### src/rtl/seg_scan_ctrl.sv
// Four-digit multiplexed 7-segment scan controller with double-buffered display value.
// Define SEG_LEAD_ZERO_BLANK_EN to blank leading zero digits (digit0 is always shown).
module seg_scan_ctrl #(
    parameter int DIV_BITS = 14
) (
    input  logic        ck,
    input  logic        rst,
    input  logic        wr_en,
    input  logic [15:0] wr_data,
    input  logic [3:0]  wr_dp,
    output logic        wr_rdy,
    output logic [3:0]  s,
    output logic [7:0]  seg,
    output logic        frame_done
);

    typedef enum logic [2:0] {BLANK, D0, D1, D2, D3} state_t;

    state_t                state_q, state_d;
    logic [DIV_BITS-1:0]   cnt_q;
    logic                  pending_q, pending_d;
    logic [15:0]           shadow_q, shadow_d;
    logic [3:0]            shadowDp_q, shadowDp_d;
    logic [15:0]           disp_q, disp_d;
    logic [3:0]            dispDp_q, dispDp_d;
    logic [3:0]            s_q, s_d;
    logic [7:0]            seg_q, seg_d;
    logic                  frameDone_q, frameDone_d;
    logic                  tick;
    logic [1:0]            idx;
    logic [3:0]            digit;
    logic [6:0]            glyph;
    logic                  blank;

    function automatic logic [6:0] decode7(input logic [3:0] v);
        case (v)
            4'd0:    decode7 = 7'h3F;
            4'd1:    decode7 = 7'h06;
            4'd2:    decode7 = 7'h5B;
            4'd3:    decode7 = 7'h4F;
            4'd4:    decode7 = 7'h66;
            4'd5:    decode7 = 7'h6D;
            4'd6:    decode7 = 7'h7D;
            4'd7:    decode7 = 7'h07;
            4'd8:    decode7 = 7'h7F;
            4'd9:    decode7 = 7'h6F;
            default: decode7 = 7'h40;
        endcase
    endfunction

    assign tick       = &cnt_q;
    assign wr_rdy     = ~pending_q;
    assign s          = s_q;
    assign seg        = seg_q;
    assign frame_done = frameDone_q;

    always_comb begin
        state_d     = state_q;
        pending_d   = pending_q;
        shadow_d    = shadow_q;
        shadowDp_d  = shadowDp_q;
        disp_d      = disp_q;
        dispDp_d    = dispDp_q;
        s_d         = s_q;
        seg_d       = seg_q;
        frameDone_d = tick && (state_q == D3);
        idx         = 2'd0;
        digit       = 4'd0;
        glyph       = 7'd0;
        blank       = 1'b0;

        // Commit only at a frame boundary so the new value appears starting at digit0.
        if (tick && pending_q && (state_q == D3 || state_q == BLANK)) begin
            disp_d    = shadow_q;
            dispDp_d  = shadowDp_q;
            pending_d = 1'b0;
        end

        if (wr_en && !pending_q) begin
            shadow_d   = wr_data;
            shadowDp_d = wr_dp;
            pending_d  = 1'b1;
        end

        if (tick) begin
            case (state_q)
                D0:      begin state_d = D1; idx = 2'd1; end
                D1:      begin state_d = D2; idx = 2'd2; end
                D2:      begin state_d = D3; idx = 2'd3; end
                default: begin state_d = D0; idx = 2'd0; end
            endcase
            digit = disp_d[{idx, 2'b00} +: 4];
            glyph = decode7(digit);
`ifdef SEG_LEAD_ZERO_BLANK_EN
            case (idx)
                2'd3:    blank = (disp_d[15:12] == 4'd0);
                2'd2:    blank = (disp_d[15:8] == 8'd0);
                2'd1:    blank = (disp_d[15:4] == 12'd0);
                default: blank = 1'b0;
            endcase
`else
            blank = 1'b0;
`endif
            s_d   = 4'b0001 << idx;
            seg_d = {dispDp_d[idx], blank ? 7'd0 : glyph};
        end
    end

    always_ff @(posedge ck) begin
        if (rst) begin
            cnt_q       <= '0;
            state_q     <= BLANK;
            pending_q   <= 1'b0;
            shadow_q    <= 16'd0;
            shadowDp_q  <= 4'd0;
            disp_q      <= 16'd0;
            dispDp_q    <= 4'd0;
            s_q         <= 4'd0;
            seg_q       <= 8'd0;
            frameDone_q <= 1'b0;
        end else begin
            cnt_q       <= cnt_q + {{(DIV_BITS-1){1'b0}}, 1'b1};
            state_q     <= state_d;
            pending_q   <= pending_d;
            shadow_q    <= shadow_d;
            shadowDp_q  <= shadowDp_d;
            disp_q      <= disp_d;
            dispDp_q    <= dispDp_d;
            s_q         <= s_d;
            seg_q       <= seg_d;
            frameDone_q <= frameDone_d;
        end
    end

endmodule

### config.mk
export PLATFORM = sky130hd
export DESIGN_NAME = seg_scan_ctrl
export DESIGN_NICKNAME = d
export VERILOG_FILES = /design/src/rtl/seg_scan_ctrl.sv
export SDC_FILE = /design/constraint.sdc
export NUM_CORES = 1
export LEC_CHECK = 0
export ABC_CLOCK_PERIOD_IN_PS = 6000
export BUFFER_PORTS_ARGS = -buffer_cell sky130_fd_sc_hd__buf_2
export CORE_MARGIN = 2
export CORE_UTILIZATION = 30
export CTS_CLUSTER_DIAMETER = 150
export DETAILED_ROUTE_END_ITERATION = 12
export HOLD_SLACK_MARGIN = 0.1
export PLACE_DENSITY_LB_ADDON = 0.3
export SLEW_MARGIN = 20
export SYNTH_ARGS = -nofsm -noshare
export SYNTH_HDL_FRONTEND = slang
export SYNTH_SLANG_ARGS = --single-unit
### constraint.sdc
create_clock -name ck -period 6 [get_ports ck]
set_input_delay 0.3 -clock ck [delete_from_list [all_inputs] [get_ports ck]]
set_output_delay 0.3 -clock ck [all_outputs]
set_load 0.02 [all_outputs]
Yosys cells after proc, flatten, opt, wreduce, memory -nomap -nowiden

Memories as Yosys holds them, arrays and structs flattened. A register that Yosys moved wholly into a read port is not among the register bits.
Cells that the tools add are included.

Bits of input ports: 23
Output and inout bits: 14
Memories kept: 1
Register bits: 71
Memory bits (read-only): 112
Logic and storage cells: 38

Reductions and logical operators: 9
Multiplexer cells: 9
Add/subtract/negate cells: 1
$lt $le $gt $ge: 1
Bitwise gates (word level): 1
Equal/unequal tests: 4
Shift-type cells: 2

Memories:

| memory           | words | width | read ports | clocked after Yosys merged registers in | write ports | RTL line | text |
|---|---|---|---|---|---|---|---|
| (name not given) | 16    | 7     | 1          | 1                                       | 0           | 36       | `case (v)` |

Operator list:

| cell                                                | number |
|---|---|
| two-way mux 16 bit                                  | 1 |
| variable part select 16 x 5 -> 4 bit                | 1 |
| adder 14 x 1 -> 14 bit (second input constant)      | 1 |
| AND reduction 14 bit                                | 1 |
| case mux 3 bit (3 select lines)                     | 1 |
| == test 3 x 2 -> 1 bit (second input constant)      | 2 |
| case mux 2 bit (3 select lines)                     | 1 |
| logical AND 1 bit                                   | 4 |
| two-way mux 4 bit                                   | 1 |
| left shift 1 x 2 -> 4 bit (first input constant)    | 1 |
| == test 3 x 1 -> 1 bit (second input constant)      | 1 |
| == test 3 bit (second input constant)               | 1 |
| logical NOT 3 bit                                   | 1 |
| < comparator 2 x 3 -> 1 bit (second input constant) | 1 |
| two-way mux 1 bit                                   | 3 |
| binary-select mux 1 bit (select 2 bit)              | 1 |
| two-way mux 2 bit                                   | 1 |
| nonzero test 2 bit                                  | 1 |
| logical NOT 1 bit                                   | 1 |
| logical OR 1 bit                                    | 1 |
| NOT 1 bit                                           | 1 |

Depth between registers and ports, before layout

Gate-level depths: netlist of the first run.

Depth in word-level cells: 6
Gate-level depth with buffers: 12

Least setup slack after synthesis of the first run

OpenSTA, ideal clock, no wires.

Kind: flip-flop to flip-flop
From: register cnt_q[0]
To: register seg_q[0], in the netlist seg[0]
Library setup time: 91 ps
Path buffers: 1
Required time: 5909 ps
Cell stages (with the launch flop): 12
Period minus slack after synthesis: 2689 ps
Arrival time: 2598 ps
Path slack: 3311 ps
Cell sequence: dfxtp_1 > ha_1 > nand4_1 > nor4_1 > nand3_1 > buf_2 > mux2i_1 > a2bb2oi_1 > inv_1 > ha_1 > or3_1 > a311oi_1

Word-level cells in the longest chain between the ends: 5

RTL lines:

| item                                 | RTL line | text |
|---|---|---|
| start: declaration                   | 20       | `logic [DIV_BITS-1:0] cnt_q;` |
| start signal: assignment             | 122      | `cnt_q <= cnt_q + {{(DIV_BITS-1){1'b0}}, 1'b1};` |
| AND reduction 14 bit (*)             | 51       | `assign tick = &cnt_q;` |
| logical AND 1 bit (2 in a row)       | 73       | `if (tick && pending_q && (state_q == D3 \|\| state_q == BLANK)) begin` |
| two-way mux 16 bit                   | 73       |  |
| variable part select 16 x 5 -> 4 bit | 92       | `digit = disp_d[{idx, 2'b00} +: 4];` |
| end: declaration                     | 27       | `logic [7:0] seg_q, seg_d;` |

Every way passes the cells marked *; elsewhere a longest branch is shown, timed or not.
A chain may end at the register's enable or synchronous reset.

Worst setup path in the final report of the first run

From: register cnt_q[0]
To: register seg_q[2], in the netlist seg[2]

The elaborated chain is that of the path after synthesis.

==> results of run 1 <==
[final cells by class]
class                           instances  share of cell area [%]
Clock buffer                           10                    3.73
Sequential cell                        71                    41.6
Clock inverter                          6                    2.05
Timing Repair Buffer                   39                    5.93
Inverter                               11                    1.21
Multi-Input combinational cell        254                    40.6
Tap cell                              133                    4.87
[state kept, by name (all words and copies together), names as in the netlist]
| signal | cells |
|---|---|
| cnt_q | 14 |
| dispDp_q | 4 |
| disp_q | 16 |
| frame_done | 1 |
| pending_q | 1 |
| s | 4 |
| seg | 8 |
| shadowDp_q | 4 |
| shadow_q | 16 |
| state_q | 3 |
[critical path, delay by kind of cell, from the launching register on]
family                     cells  cell delay [ps]
DFF                            1              380
buffers and inverters          1              260
adders and majority gates      1              230
AOI/OAI and AO/OA              3             1080
and+or+nand+nor                4             1200
muxes                          1              600
[worst paths after layout]
path | end | from | slack [ps] | depth (start not counted)
worst max-delay path | seg[2] | cnt_q[0] | 2160 | 10
worst min-delay path | shadow_q[13] | wr_data[13] | 190 | 3
worst max register to register | seg[2] | cnt_q[0] | 2160 | 10
worst min register to register | disp_q[12] | shadow_q[12] | 450 | 2
[per-layer routing]
metal	part of all wire, %	track usage, %	up-vias	wire (um)
li1	-	-	1253	-
met1	53	16.6	1074	3210
met2	42	17.4	38	2570
met3	3.3	2.64	10	203
met4	1.5	5.16	0	91
met5	0	0	-	0
[cell families after synthesis]
family	Yosys count
XOR/XNOR	12
AO/OA/AOI/OAI	70
AND/OR/NAND/NOR	156
flip-flops	71
adder cells (fa/ha/maj)	7
buffers and inverters	34
multiplexers	9
[cells in the final DEF, fill, tap and decap left out, drive strengths merged, types with 6 or more instances in the layout]
cell	synthesis	layout
a21oi	46	46
buf	7	39
dfxtp	71	71
ha	7	7
nand2	82	82
nand3	7	7
nor2	45	45
inv	11	12
xnor2	6	6
clkbuf	16	10
xor2	6	6
mux2i	8	8
[report_power, final]
group	internal, mW	switching, mW
registers	0.481	0.00800
logic	0.0185	0.0298
clock network	0.195	0.185
total	0.695	0.223
==> results.toml, run 1 <==
[status]
status = "completed"

[placement]
pre_cts_slack_ps = 2180
place_area_um2 = 3220
io_buffers = 36
dp.cells = 508
dp_hpwl_mm = 4.15
gp_congestion = 0.767

[detailed_routing]
wl_mm = 6.08
drtIter0Drc = 65
ant_nets = 0
drtPass1Iterations = 4
vias = 2375
routedWlPerCell_um = 11.6
routed_via_density = 4.53
drcViolationCount = 0

[global_routing]
grt_pass1_vias = 2079
grt_use_total_pct = 11.8
grt_max_degree = 70
grt_pass1_wl_mm = 9.83
antenna_found_initial = 0
grt_overflow = 0

[timing]
maxSlewViolCount = 0
worst_pin_slew_ps = 1010
max_slew_margin_pct = 32.6
fin_skew_ps = 9.07
hold_violations = 0
period_minus_slack_ps = 3840
rsz0062_at_grt = "false"
timing.final.crit_share_pct = 64.1
fmax_mhz = 260
holdWs_ps = 187
finalSetupViolations = 0
timing.setup.tns_ps = 0
fin_ws_ps = 2160

[logic_synthesis]
synth_compound_area_share_pct = 14.9
syn_inst = 359
yosysTopAreaCellShare_pct = 48.3
yosys-top-cells-count = "82 x nand2_1, 71 x dfxtp_1, 46 x a21oi_1"
yosys.area.top_type = "dfxtp_1"
synth-seq-cells = 71
yosys.area_share.xor_xnor_pct = 3.57
synth_top_family_by_area = "simple AND/OR/NAND/NOR gates"
synth.avg_cell_area_um2 = 8.19
synth_seq_area_share_pct = 48.3
yosys.area_share.simple_pct = 22.4
ys_types = 41
synth.area.mux_share_pct = 3.11
synth_edf_count = 0
synth_ff_type = "dfxtp_1"
synth_area_leaders = "dfxtp_1 48%, nand2_1 10%, a21oi_1 7.8%, nor2_1 5.6%, ha_1 3.0%"
syn-num-nets = 389
async_reset_ff_share_pct = 0
synth.cell_area_um2 = 2940
yosys.area_share.adder_pct = 2.98
yosysWarnings = 0
yosysMostFrequentCell = "nand2_1"

[pwr]
power_uw = 917
leakage_nw = 1.33
powerDensity_nw_per_um2 = 268
vdd_drop_max_mv = 0.112

[clocking]
cts-root-buf = "clkbuf_8"
cts.sinks = 71
clk_pin_slew_ps = 80
clkLatencyLatePin_ps = 340
cts_tree = "yes"
cts.hold.buffers_added = 0
numCtsBuffers = 9
clockBufferDepth = 2
cts_setup_buffers = 0
cts_max_level = 3
ctsResizeCount = 0

[layout]
synthToLayoutAreaGrowth_pct = 16.3
fill_cells = 1068
layout-drive-gt1-share_pct = 16.4
stdcell_count = 524
multi_input_area_um2 = 1390
register_area_um2 = 1420
fin_area_um2 = 3420
nNetsFinal = 416
antenna_cells = 0
finish.utilization_pct = 35.5

[floorplanning]
dieArea_um2 = 10600
row_count = 36
die_x_um = 103
ios = 37
core_region_area_um2 = 9640
die_h_um = 103
start_util_pct = 30.5

[worst_setup_path]
critPathArrivalTime_ps = 4090
worst_path_largest_cell_delay_ps = 670
critPathKind = "register to register"
crit_chain = "ha_1 -> nand4_1 -> nor4_2 -> buf_4 -> nand3_1 -> mux2_1 -> a221oi_2 -> nand2_1 -> a31o_1 -> a311oi_1"
end_kind = "register"
crit_slowest_cell = "nand3_1"
path_max_fanout = 20
critPathRequiredTime_ps = 6250
start_kind = "register"

[flow_run]
cap_violations = 0

[worst_hold_path]
hold_path_class = "input pin to register"
Note: power is estimated with default switching activity, not from simulation.
==> inputs of run 2 (changes only) <==
--- a/config.mk
+++ b/config.mk
@@ -5,7 +5,8 @@
 export SDC_FILE = /design/constraint.sdc
 export NUM_CORES = 1
 export LEC_CHECK = 0
-export ABC_CLOCK_PERIOD_IN_PS = 6000
+export ABC_AREA = 1
+export ABC_CLOCK_PERIOD_IN_PS = 3600
 export BUFFER_PORTS_ARGS = -buffer_cell sky130_fd_sc_hd__buf_2
 export CORE_MARGIN = 2
 export CORE_UTILIZATION = 30
==> constraint.sdc (replaced) <==
create_clock -name ck -period 3.6 [get_ports ck]
set_input_delay 0.18 -clock ck [delete_from_list [all_inputs] [get_ports ck]]
set_output_delay 0.18 -clock ck [all_outputs]
set_load 0.02 [all_outputs]
==> run 2 against run 1 <==
  * Utilization up 1.3 points
  * Clock skew grew 1.7 ps
  * First-iteration DRC count is 97% higher
  * Sequential share of layout area fell by 4.3 points
  * Critical path depth increased by 4
  * Largest power group unchanged
==> results.toml, run 2 <==
[status]
status = "completed"

[worst_hold_path]
hp-start = "wr_data[15]"
hold_path_class = "input pin to register"

[floorplanning]
start_util_pct = 31.0
die_x_um = 107
dieArea_um2 = 11500
row_count = 37
core_region_area_um2 = 10400
ios = 37
die_h_um = 107

[layout]
multi_input_area_um2 = 1520
synthToLayoutAreaGrowth_pct = 18.7
final_cell_mix = "71 x nand2_1, 71 x dfxtp_1, 70 x nor2_1"
stdcell_count = 608
antenna_cells = 0
layout-drive-gt1-share_pct = 20.1
reg.largest.list = "disp_q (16), shadow_q (16), cnt_q (14)"
register_area_um2 = 1420
finish.utilization_pct = 36.8
fill_cells = 1125
nNetsFinal = 497

[clocking]
clkLatencyLatePin_ps = 350
cts-root-buf = "clkbuf_8"
cts.hold.buffers_added = 13
numCtsBuffers = 9
ctsResizeCount = 0
cts_tree = "yes"
cts_max_level = 3
cts_setup_buffers = 0
cts.sinks = 71
clk_pin_slew_ps = 80
clockBufferDepth = 2

[global_routing]
grt_pass1_vias = 2463
antenna_found_initial = 0
grt_use_total_pct = 12.5
grt_pass1_wl_mm = 11.5
grt_max_degree = 39
grt_overflow = 0

[logic_synthesis]
yosys.area.top_type = "dfxtp_1"
synth-seq-cells = 71
yosysTopAreaCellShare_pct = 44.3
syn_inst = 422
synth_ff_type = "dfxtp_1"
yosysWarnings = 0
synth_area_leaders = "dfxtp_1 44%, nand2_1 8.3%, nor2_1 8.2%, o21ai_0 5.5%, inv_1 4.7%"
async_reset_ff_share_pct = 0
synth.cell_area_um2 = 3210
syn-num-nets = 452
synth_edf_count = 0
synth.avg_cell_area_um2 = 7.61
yosys-top-cells-count = "71 x dfxtp_1, 71 x nand2_1, 70 x nor2_1"
synth_seq_area_share_pct = 44.3
ys_types = 41

[timing]
period_minus_slack_ps = 2900
finalSetupViolations = 0
fmax_mhz = 345
fin_skew_ps = 10.8
maxSlewViolCount = 0
timing.final.crit_share_pct = 80.5
max_slew_margin_pct = 37.3
holdWs_ps = 111
hold_violations = 0
rsz0062_at_grt = "false"
worst_pin_slew_ps = 939
timing.setup.tns_ps = 0

[placement]
dp_hpwl_mm = 4.79
gp_congestion = 0.809
io_buffers = 36
dp.cells = 579

[pwr]
vdd_drop_max_mv = 0.146
combPwrFrac_pct = 7.0
power_mw = 1.57
leakage_nw = 1.70
swShare_pct = 24.3
powerDensity_nw_per_um2 = 411
internal_power_mw = 1.19
power_frac_clock_pct = 40.6
p_sw_uw = 380
seq_power_share_pct = 52.4

[worst_setup_path]
start_kind = "register"
critPathArrivalTime_ps = 3140
worstReg2RegStart = "state_q[1]"
end_kind = "register"
critPathRequiredTime_ps = 3840
path_max_fanout = 20
critPathKind = "register to register"
startpoint = "state_q[1]"

[detailed_routing]
drtPass1Iterations = 4
wl_mm = 6.83
drtIter0Drc = 128
vias = 2651
routedWlPerCell_um = 11.2
routed_via_density = 4.36
ant_nets = 0
drcViolationCount = 0

[flow_run]
cap_violations = 0
-- run 2: changes by cell type in the layout (fill, tap and decap cells not counted), moves of 11 or more --
cell           previous run  this run
a21oi_1                  46        20
dlygate4sd3_1             0        13
o21ai_0                   4        35
nand2_1                  82        71
inv_1                    11        40
nor2_1                   44        70
nand3_1                   7        25
-- run 2: layout make-up --
cell class / count / share of cell area, %
timing repair buffer: 50 / 8.34
clock inverter: 6 / 1.58
sequential: 71 / 37.3
tap: 136 / 4.46
clock buffer: 10 / 3.61
inverter: 48 / 4.76
multi-input combinational: 287 / 40.0
-- run 2: final timing paths --
path                  endpoint  slack [ps]  cells past startpoint
hold / removal    shadow_q[15]         110                      3
hold reg to reg           s[2]         460                      2
setup / recovery        seg[1]         700                     14
setup reg to reg        seg[1]         700                     14
-- run 2: routing by layer --
| layer | up-vias | GRT usage, % | part of all wire (%) |
|---|---|---|---|
| li1 | 1447 | - | - |
| met1 | 1143 | 18.0 | 56 |
| met2 | 48 | 17.6 | 39 |
| met3 | 13 | 2.54 | 3.8 |
| met4 | 0 | 6.32 | 1.9 |
| met5 | - | 0 | 0 |
-- run 2: kinds of logic after synthesis --
kind of cell | count (synthesis) | synth area share (%)
and+or+nand+nor | 205 | 31.3
AOI/OAI and AO/OA | 72 | 12.6
DFF | 71 | 44.3
adders and majority gates | 7 | 2.73
buffers and inverters | 64 | 8.30
xor gates and xnor gates | 3 | 0.818
-- run 2: critical path: stages, from the launching register on --
cell and delay [ps]:
dfxtp_1 340, inv_2 80, nand2_2 100, nor2_4 370, nand3_2 440, inv_2 260, nand2_1 100, nand3_1 80
nand4_1 250, inv_1 180, ha_1 240, inv_1 70, a21oi_1 70, o21ai_1 150, inv_1 50
-- run 2: through the flow --
step | area, um2 | setup slack [ps]
3_5_place_dp | 3480 | 737
4_1_cts | 3810 | 723
2_1_floorplan | 3210 | 1350
3_3_place_gp | 3480 | 845
6_report | 3810 | 703
5_1_grt | 3810 | 375
-- run 2: power by group through the flow --
| stage | clock [mW] | sequential [mW] | combinational [mW] |
|---|---|---|---|
| after CTS | 0.657 | 0.820 | 0.112 |
| after global placement | 0 | 0.838 | 0.0991 |
| after detailed placement | 0 | 0.838 | 0.101 |
| after floorplan | 0 | 0.834 | 0.0718 |
| after global routing | 0.685 | 0.823 | 0.128 |
| final | 0.635 | 0.820 | 0.110 |
